**config.mk**
```make
export PLATFORM = sky130hd
export DESIGN_NAME = interface_sensor_poll_fd
export DESIGN_NICKNAME = d
export VERILOG_FILES = /design/src/rtl/interface_sensor_pkg.sv /design/src/rtl/interface_sensor_poll_fd_rx.sv /design/src/rtl/interface_sensor_poll_fd.sv
export SDC_FILE = /design/constraint.sdc
export NUM_CORES = 1
export LEC_CHECK = 0
export ABC_AREA = 1
export BUFFER_PORTS_ARGS = -buffer_cell sky130_fd_sc_hd__buf_2
export CAP_MARGIN = 15
export CORE_UTILIZATION = 37
export CTS_CLUSTER_SIZE = 25
export DETAILED_ROUTE_END_ITERATION = 6
export PLACE_DENSITY = 0.56
export SLEW_MARGIN = 20
export SYNTH_ARGS = -nofsm -noshare
export SYNTH_HDL_FRONTEND = slang
export SYNTH_SLANG_ARGS = --single-unit
```
**constraint.sdc**
```tcl
create_clock -name clock -period 3.73 [get_ports clock]
set_input_delay 0.1865 -clock clock [delete_from_list [all_inputs] [get_ports clock]]
set_output_delay 0.1865 -clock clock [all_outputs]
set_load 0.1 [all_outputs]
```
**src/rtl/interface_sensor_pkg.sv**
```systemverilog
// Shared types and helpers for the sensor-poll interface: FSM state codes,
// receiver states, parity-mode constants and width helpers.
package interface_sensor_pkg;

  typedef enum logic [3:0] {
    IDLE    = 4'd0,
    TRIGGER = 4'd1,
    WAIT    = 4'd2,
    CHECK   = 4'd3,
    LOAD    = 4'd4,
    RETRY   = 4'd5,
    FAIL    = 4'd6
  } state_t;

  typedef enum logic [2:0] {
    RX_IDLE,
    RX_START,
    RX_DATA,
    RX_PAR,
    RX_STOP
  } rx_state_t;

  localparam int PAR_EVEN = 0;
  localparam int PAR_ODD  = 1;

  function automatic int frame_w(input int n_fields, input int field_w);
    return n_fields * field_w;
  endfunction

  // Counter width able to hold 0..n-1; never narrower than one bit.
  function automatic int cnt_w(input int n);
    return (n <= 2) ? 1 : $clog2(n);
  endfunction

endpackage

```
**src/rtl/interface_sensor_poll_fd_rx.sv**
```systemverilog
// sensor_frame_rx: serial frame receiver (start, DATA_W bits LSB first, parity, stop),
// mid-bit sampling; synchronous clear holds it idle.
module sensor_frame_rx
  import interface_sensor_pkg::*;
#(
  parameter int CLKS_PER_BIT = 10,
  parameter int DATA_W       = 32,
  parameter int PARITY       = PAR_ODD
) (
  input  logic              clock,
  input  logic              reset,
  input  logic              clear,
  input  logic              rxd,
  output logic [DATA_W-1:0] data,
  output logic              parity_ok,
  output logic              fim
);

  localparam int CW = cnt_w(CLKS_PER_BIT);
  localparam int BW = cnt_w(DATA_W);
  localparam logic [CW-1:0] BIT_END   = CW'(CLKS_PER_BIT - 1);
  localparam logic [CW-1:0] HALF_END  = CW'(CLKS_PER_BIT / 2 - 1);
  localparam logic [BW-1:0] LAST_BIT  = BW'(DATA_W - 1);
  localparam logic          PAR_SENSE = (PARITY == PAR_ODD);

  rx_state_t         r_st;
  logic [CW-1:0]     r_cnt;
  logic [BW-1:0]     r_bits;
  logic [DATA_W-1:0] r_data;
  logic              r_par;
  logic              r_pok;
  logic              r_fim;
  logic              r_s0;
  logic              r_s1;
  logic              w_rxd;

  // Two-flop synchroniser; idles high so a reset never looks like a start bit.
  always_ff @(posedge clock or negedge reset) begin
    if (!reset) begin
      r_s0 <= 1'b1;
      r_s1 <= 1'b1;
    end else begin
      r_s0 <= rxd;
      r_s1 <= r_s0;
    end
  end

  assign w_rxd = r_s1;

  always_ff @(posedge clock or negedge reset) begin
    if (!reset) begin
      r_st   <= RX_IDLE;
      r_cnt  <= '0;
      r_bits <= '0;
      r_data <= '0;
      r_par  <= 1'b0;
      r_pok  <= 1'b0;
      r_fim  <= 1'b0;
    end else if (clear) begin
      r_st   <= RX_IDLE;
      r_cnt  <= '0;
      r_bits <= '0;
      r_data <= '0;
      r_par  <= 1'b0;
      r_pok  <= 1'b0;
      r_fim  <= 1'b0;
    end else begin
      r_fim <= 1'b0;
      case (r_st)
        RX_IDLE: begin
          r_cnt  <= '0;
          r_bits <= '0;
          if (!w_rxd) r_st <= RX_START;
        end
        RX_START: begin
          if (r_cnt == HALF_END) begin
            r_cnt <= '0;
            r_st  <= w_rxd ? RX_IDLE : RX_DATA;
          end else begin
            r_cnt <= r_cnt + 1'b1;
          end
        end
        RX_DATA: begin
          if (r_cnt == BIT_END) begin
            r_cnt  <= '0;
            r_data <= {w_rxd, r_data[DATA_W-1:1]};
            if (r_bits == LAST_BIT) r_st <= RX_PAR;
            else                    r_bits <= r_bits + 1'b1;
          end else begin
            r_cnt <= r_cnt + 1'b1;
          end
        end
        RX_PAR: begin
          if (r_cnt == BIT_END) begin
            r_cnt <= '0;
            r_par <= w_rxd;
            r_st  <= RX_STOP;
          end else begin
            r_cnt <= r_cnt + 1'b1;
          end
        end
        RX_STOP: begin
          if (r_cnt == BIT_END) begin
            r_cnt <= '0;
            r_fim <= 1'b1;
            // A missing stop bit is folded into the parity verdict.
            r_pok <= ((^{r_data, r_par}) == PAR_SENSE) && w_rxd;
            r_st  <= RX_IDLE;
          end else begin
            r_cnt <= r_cnt + 1'b1;
          end
        end
        default: r_st <= RX_IDLE;
      endcase
    end
  end

  assign data      = r_data;
  assign parity_ok = r_pok;
  assign fim       = r_fim;

endmodule

```
**src/rtl/interface_sensor_poll_fd.sv**
```systemverilog
// Sensor poll controller: request pulse, one serial frame of NUM_FIELDS x FIELD_W bits,
// parity/timeout retry, atomic field latch. Optional macro AUTO_POLL_EN adds a periodic start.
module interface_sensor_poll_fd
  import interface_sensor_pkg::*;
#(
  parameter int CLOCK_HZ       = 50_000_000,
  parameter int BAUD_RATE      = 9600,
  parameter int FIELD_W        = 16,
  parameter int NUM_FIELDS     = 2,
  parameter int PARITY         = PAR_ODD,
  parameter int TRIG_CYCLES    = 1250,
  parameter int TIMEOUT_CYCLES = 5_000_000,
  parameter int MAX_RETRY      = 3,
  parameter int POLL_CYCLES    = 50_000_000
) (
  input  logic                                      clock,
  input  logic                                      reset,
  input  logic                                      start,
  input  logic                                      rx_serial,
  output logic                                      trigger_out,
  output logic                                      busy,
  output logic                                      data_valid,
  output logic [frame_w(NUM_FIELDS, FIELD_W)-1:0]   fields_out,
  output logic                                      parity_err,
  output logic                                      timeout_err,
  output logic                                      fail,
  output logic [cnt_w(MAX_RETRY+1)-1:0]             retry_count,
  output logic [3:0]                                db_estado
);

  localparam int FW  = frame_w(NUM_FIELDS, FIELD_W);
  localparam int RW  = cnt_w(MAX_RETRY + 1);
  localparam int TW  = cnt_w(TRIG_CYCLES);
  localparam int OW  = cnt_w(TIMEOUT_CYCLES);
  localparam logic [TW-1:0] TRIG_END  = TW'(TRIG_CYCLES - 1);
  localparam logic [OW-1:0] TO_END    = OW'(TIMEOUT_CYCLES - 1);
  localparam logic [RW-1:0] RETRY_MAX = RW'(MAX_RETRY);

  state_t        r_state;
  logic          r_trig;
  logic          r_busy;
  logic          r_valid;
  logic          r_fail;
  logic          r_perr;
  logic          r_terr;
  logic [FW-1:0] r_fields;
  logic [RW-1:0] r_retry;
  logic [TW-1:0] r_tcnt;
  logic [OW-1:0] r_tocnt;

  logic          w_start;
  logic          w_clear;
  logic [FW-1:0] w_frame;
  logic          w_par_ok;
  logic          w_fim;

`ifdef AUTO_POLL_EN
  localparam int PW = cnt_w(POLL_CYCLES);
  localparam logic [PW-1:0] POLL_END = PW'(POLL_CYCLES - 1);

  logic [PW-1:0] r_poll_cnt;
  logic          w_poll_hit;

  assign w_poll_hit = (r_state == IDLE) && (r_poll_cnt == POLL_END);

  // Counts only idle cycles; any excursion out of IDLE restarts the period.
  always_ff @(posedge clock or negedge reset) begin
    if (!reset)                                r_poll_cnt <= '0;
    else if ((r_state != IDLE) || w_poll_hit)  r_poll_cnt <= '0;
    else                                       r_poll_cnt <= r_poll_cnt + 1'b1;
  end

  assign w_start = start | w_poll_hit;
`else
  assign w_start = start;
`endif

  // The receiver only listens while waiting for the answer.
  assign w_clear = (r_state != WAIT);

  sensor_frame_rx #(
    .CLKS_PER_BIT (CLOCK_HZ / BAUD_RATE),
    .DATA_W       (FW),
    .PARITY       (PARITY)
  ) u_rx (
    .clock     (clock),
    .reset     (reset),
    .clear     (w_clear),
    .rxd       (rx_serial),
    .data      (w_frame),
    .parity_ok (w_par_ok),
    .fim       (w_fim)
  );

  always_ff @(posedge clock or negedge reset) begin
    if (!reset) begin
      r_state  <= IDLE;
      r_trig   <= 1'b0;
      r_busy   <= 1'b0;
      r_valid  <= 1'b0;
      r_fail   <= 1'b0;
      r_perr   <= 1'b0;
      r_terr   <= 1'b0;
      r_fields <= '0;
      r_retry  <= '0;
      r_tcnt   <= '0;
      r_tocnt  <= '0;
    end else begin
      r_valid <= 1'b0;
      r_fail  <= 1'b0;
      case (r_state)
        IDLE: begin
          if (w_start) begin
            r_state <= TRIGGER;
            r_trig  <= 1'b1;
            r_busy  <= 1'b1;
            r_perr  <= 1'b0;
            r_terr  <= 1'b0;
            r_retry <= '0;
            r_tcnt  <= '0;
          end
        end
        TRIGGER: begin
          if (r_tcnt == TRIG_END) begin
            r_state <= WAIT;
            r_trig  <= 1'b0;
            r_tocnt <= '0;
          end else begin
            r_tcnt <= r_tcnt + 1'b1;
          end
        end
        WAIT: begin
          // A frame completing on the timeout cycle still gets checked.
          if (w_fim) begin
            r_state <= CHECK;
          end else if (r_tocnt == TO_END) begin
            r_state <= RETRY;
            r_terr  <= 1'b1;
          end else begin
            r_tocnt <= r_tocnt + 1'b1;
          end
        end
        CHECK: begin
          if (w_par_ok) begin
            r_state  <= LOAD;
            r_fields <= w_frame;
            r_valid  <= 1'b1;
          end else begin
            r_state <= RETRY;
            r_perr  <= 1'b1;
          end
        end
        LOAD: begin
          r_state <= IDLE;
          r_busy  <= 1'b0;
        end
        RETRY: begin
          if (r_retry < RETRY_MAX) begin
            r_retry <= r_retry + 1'b1;
            r_state <= TRIGGER;
            r_trig  <= 1'b1;
            r_tcnt  <= '0;
          end else begin
            r_state <= FAIL;
            r_fail  <= 1'b1;
          end
        end
        FAIL: begin
          r_state <= IDLE;
          r_busy  <= 1'b0;
        end
        default: begin
          r_state <= IDLE;
          r_trig  <= 1'b0;
          r_busy  <= 1'b0;
        end
      endcase
    end
  end

  assign trigger_out = r_trig;
  assign busy        = r_busy;
  assign data_valid  = r_valid;
  assign fields_out  = r_fields;
  assign parity_err  = r_perr;
  assign timeout_err = r_terr;
  assign fail        = r_fail;
  assign retry_count = r_retry;
  assign db_estado   = r_state;

endmodule

```
==> run_results.csv <==
group,metric,value,unit
power,power_frac_comb,1.3,%
final_layout,area_growth,14.9,%
critical_path,crit_path_max_fanout,31,
yosys,yosys-top-cells-count,"nand2_1, dfrtp_1, inv_1",
final_layout,fillers,1914,
clocking,cts.path.max_buffers,2,
status,status,"complete, no violations",
floorplan,start_util,37.9,%
detailed_routing,drc_errors,0,
place,post-place-cells,1220,
critical_path,start_kind,"flip-flop",
sta,slew_headroom,38.0,%
yosys,synth_top_area_share,46.6,%
yosys,synth_most_common_cell,"nand2_1",
floorplan,dieArea,0.0198,sq mm
grt,antenna_found_initial,0,
final_layout,final_cell_area,0.00820,sq mm
sta,finalCritPeriodShare,65.4,%
detailed_routing,routed_wl,15.8,mm
clocking,cts_made_buffers,17,
grt,overflow,0,
final_layout,drive_gt1_share,11.0,%
sta,final.min_clock_period,2440,ps
detailed_routing,first_iter_violations,372,
power,p_per_area,376,mW/mm^2
yosys,netlist_instances,934,
power,intPower,2390,uW
floorplan,rows,50,
clocking,clock-sinks,135,
sta,slew_viol_final,0,
grt,track_usage,17.5,%
yosys,synth_nets,945,
final_layout,multi_input_area,0.00323,sq mm
yosys,ys.flop_type,"dfrtp_1",
detailed_routing,dr.pass1.iters,5,
place,place_ws,1300,ps
floorplan,die_w,141,um
yosys,ys_warn_count,0,
detailed_routing,vias_per_cell,4.76,
power,peakVddDrop,0.000286,V
sta,fin_tns_setup,0,ps
power,p_leak,0.00390,uW
grt,grt_max_degree,64,
detailed_routing,vias,5974,
clocking,post_cts_resized,0,
yosys,synth_top_cell_by_area,"dfrtp_1",
place,placed_cell_area,0.00762,sq mm
floorplan,coreArea,0.0188,sq mm
final_layout,finalNonFillerCells,1255,
yosys,synth_cell_type_count,41,
place,hpwl,11.2,mm
place,io_buffers,46,
sta,clock_skew,6.53,ps
min_path,hold_class,"input port to asynchronous set/reset pin",
yosys,synth_seq_cells,135,
sta,max_freq,0.410,GHz
critical_path,arrival,2730,ps
power,switching_share,22.5,%
clocking,postCtsSetupRepairBufs,0,
clocking,cts.clk_slew.worst_paths,60,ps
detailed_routing,route.antenna.remaining_nets,0,
flow_run,drv_cap,0,
sta,rsz0062_at_grt,"no",
final_layout,nets,993,
critical_path,required,4010,ps
sta,worst_pin_slew,927,ps
power,pwr-share-seq,47.6,%
clocking,clock_latency,410,ps
floorplan,die_y,141,um
detailed_routing,avgRoutedWirePerCell,12.6,um
clocking,htreeDepth,4,
place,gp_congestion,0.835,
critical_path,critical_path_class,"flip-flop to flip-flop",
power,switching_power,694,uW
clocking,cts_tree,"yes",
yosys,syn_avg_cell_area,7.64,sq um
clocking,cts_root_buffer,"clkbuf_16",
floorplan,ioPinCount,48,
yosys,synth-edff-count,0,
sta,hold_viol,0,
yosys,async_reset_ff_share,100,%
grt,grt_pass1_wl,27.9,mm
final_layout,diodes,0,
grt,grt_pass1_vias,5803,
clocking,cts_hold_buffers,3,
sta,setup_violations,0,
yosys,ys_seq_area_share,47.4,%
sta,worst_slack,1290,ps
critical_path,end_kind,"flip-flop",
yosys,synth_area,0.00714,sq mm
power,pwr-share-clk,51.2,%
final_layout,seqCellArea,0.00338,sq mm
yosys,synth.top_cells.by_area,"dfrtp_1, nand2_1, o21ai_0, inv_1, nand3_1",
==> per-layer routing <==
| metal | part of all wire [%] | vias up | global-route usage, % |
|---|---|---|---|
| met5 | 0 | - | 0 |
| met4 | 1.2 | 0 | 5.32 |
| met3 | 2.9 | 15 | 3.63 |
| met2 | 46 | 86 | 28.7 |
| met1 | 49 | 2775 | 23.2 |
| li1 | - | 3098 | - |
==> flip-flops by register name, indices dropped and copies added, names as in the netlist, 2 cells and up <==
register / cells
u_rx.r_bits: 5
u_rx.r_st: 3
r_tocnt: 23
u_rx.data: 32
r_tcnt: 11
fields_out: 32
retry_count: 2
u_rx.r_cnt: 13
db_estado: 3
==> area by class of cell <==
type	instances	area share, %
tap	260	3.97
clock buffer	18	5.23
sequential	135	41.2
clock inverter	14	1.54
timing repair buffer	53	3.62
multi-input combinational	664	39.4
inverter	111	5.08
==> power by group through the flow <==
stage / clock (uW) / sequential [uW] / combinational [uW]
floorplan: 0 / 1490 / 5.49
global placement: 0 / 1490 / 40.1
detailed placement: 0 / 1490 / 40.0
CTS: 1620 / 1470 / 43.0
global route: 1690 / 1470 / 46.8
finish: 1580 / 1470 / 39.3
==> per-stage QoR <==
stage | power (uW) | hold WS, ps | util, %
3_5_place_dp | 1530 | 216 | 40.5
3_3_place_gp | 1530 | 214 | 40.5
2_1_floorplan | 1500 | -109 | -
4_1_cts | 3130 | 340 | 43.6
6_report | 3080 | 328 | 43.6
5_1_grt | 3200 | 363 | 43.6
==> layout by cell type (no fill, tap or decap), types with 6 or more instances in the layout <==
| cell type | n |
|---|---|
| inv_2 | 6 |
| nand3_1 | 75 |
| ha_1 | 7 |
| xnor2_1 | 10 |
| nor2_1 | 68 |
| a21oi_1 | 11 |
| nand2_1 | 292 |
| inv_1 | 105 |
| o21ai_1 | 7 |
| o21ai_0 | 82 |
| nor3_1 | 27 |
| dfrtp_1 | 133 |
| nand4_1 | 12 |
| buf_2 | 45 |
| xor2_1 | 33 |
| clkbuf_16 | 17 |
==> critical path: stages, from the launching register on <==
cell and delay (ps):
dfrtp_1 390, ha_1 240, nand2_1 100, nor3_1 230, nand2_2 170, nor2_4 580
nor2_4 180, inv_2 280, o21ai_0 130
==> worst paths after layout <==
path                                    start             to  slack [ps]  cells after the start
worst min register to register      u_rx.r_s0      u_rx.r_s1         360                      0
max in group asynchronous               reset  u_rx.data[14]        2490                      3
worst max register to register  u_rx.r_cnt[0]  u_rx.data[29]        1290                      8
min in group clock                  u_rx.r_s0      u_rx.r_s1         360                      0
worst max-delay path            u_rx.r_cnt[0]  u_rx.data[29]        1290                      8
worst min-delay path                    reset    r_tocnt[11]         330                      2
==> kinds of logic after synthesis <==
| logic type | synth area share (%) |
|---|---|
| simple gates | 29.5 |
| compound gates | 9.03 |
| flops | 47.4 |
| buf+inv | 7.43 |
| mux | 0.140 |
| xor+xnor | 5.28 |
| other cells | 0.0525 |
| fa+ha+maj | 1.23 |
No activity file was read; power rests on OpenSTA's default activity.
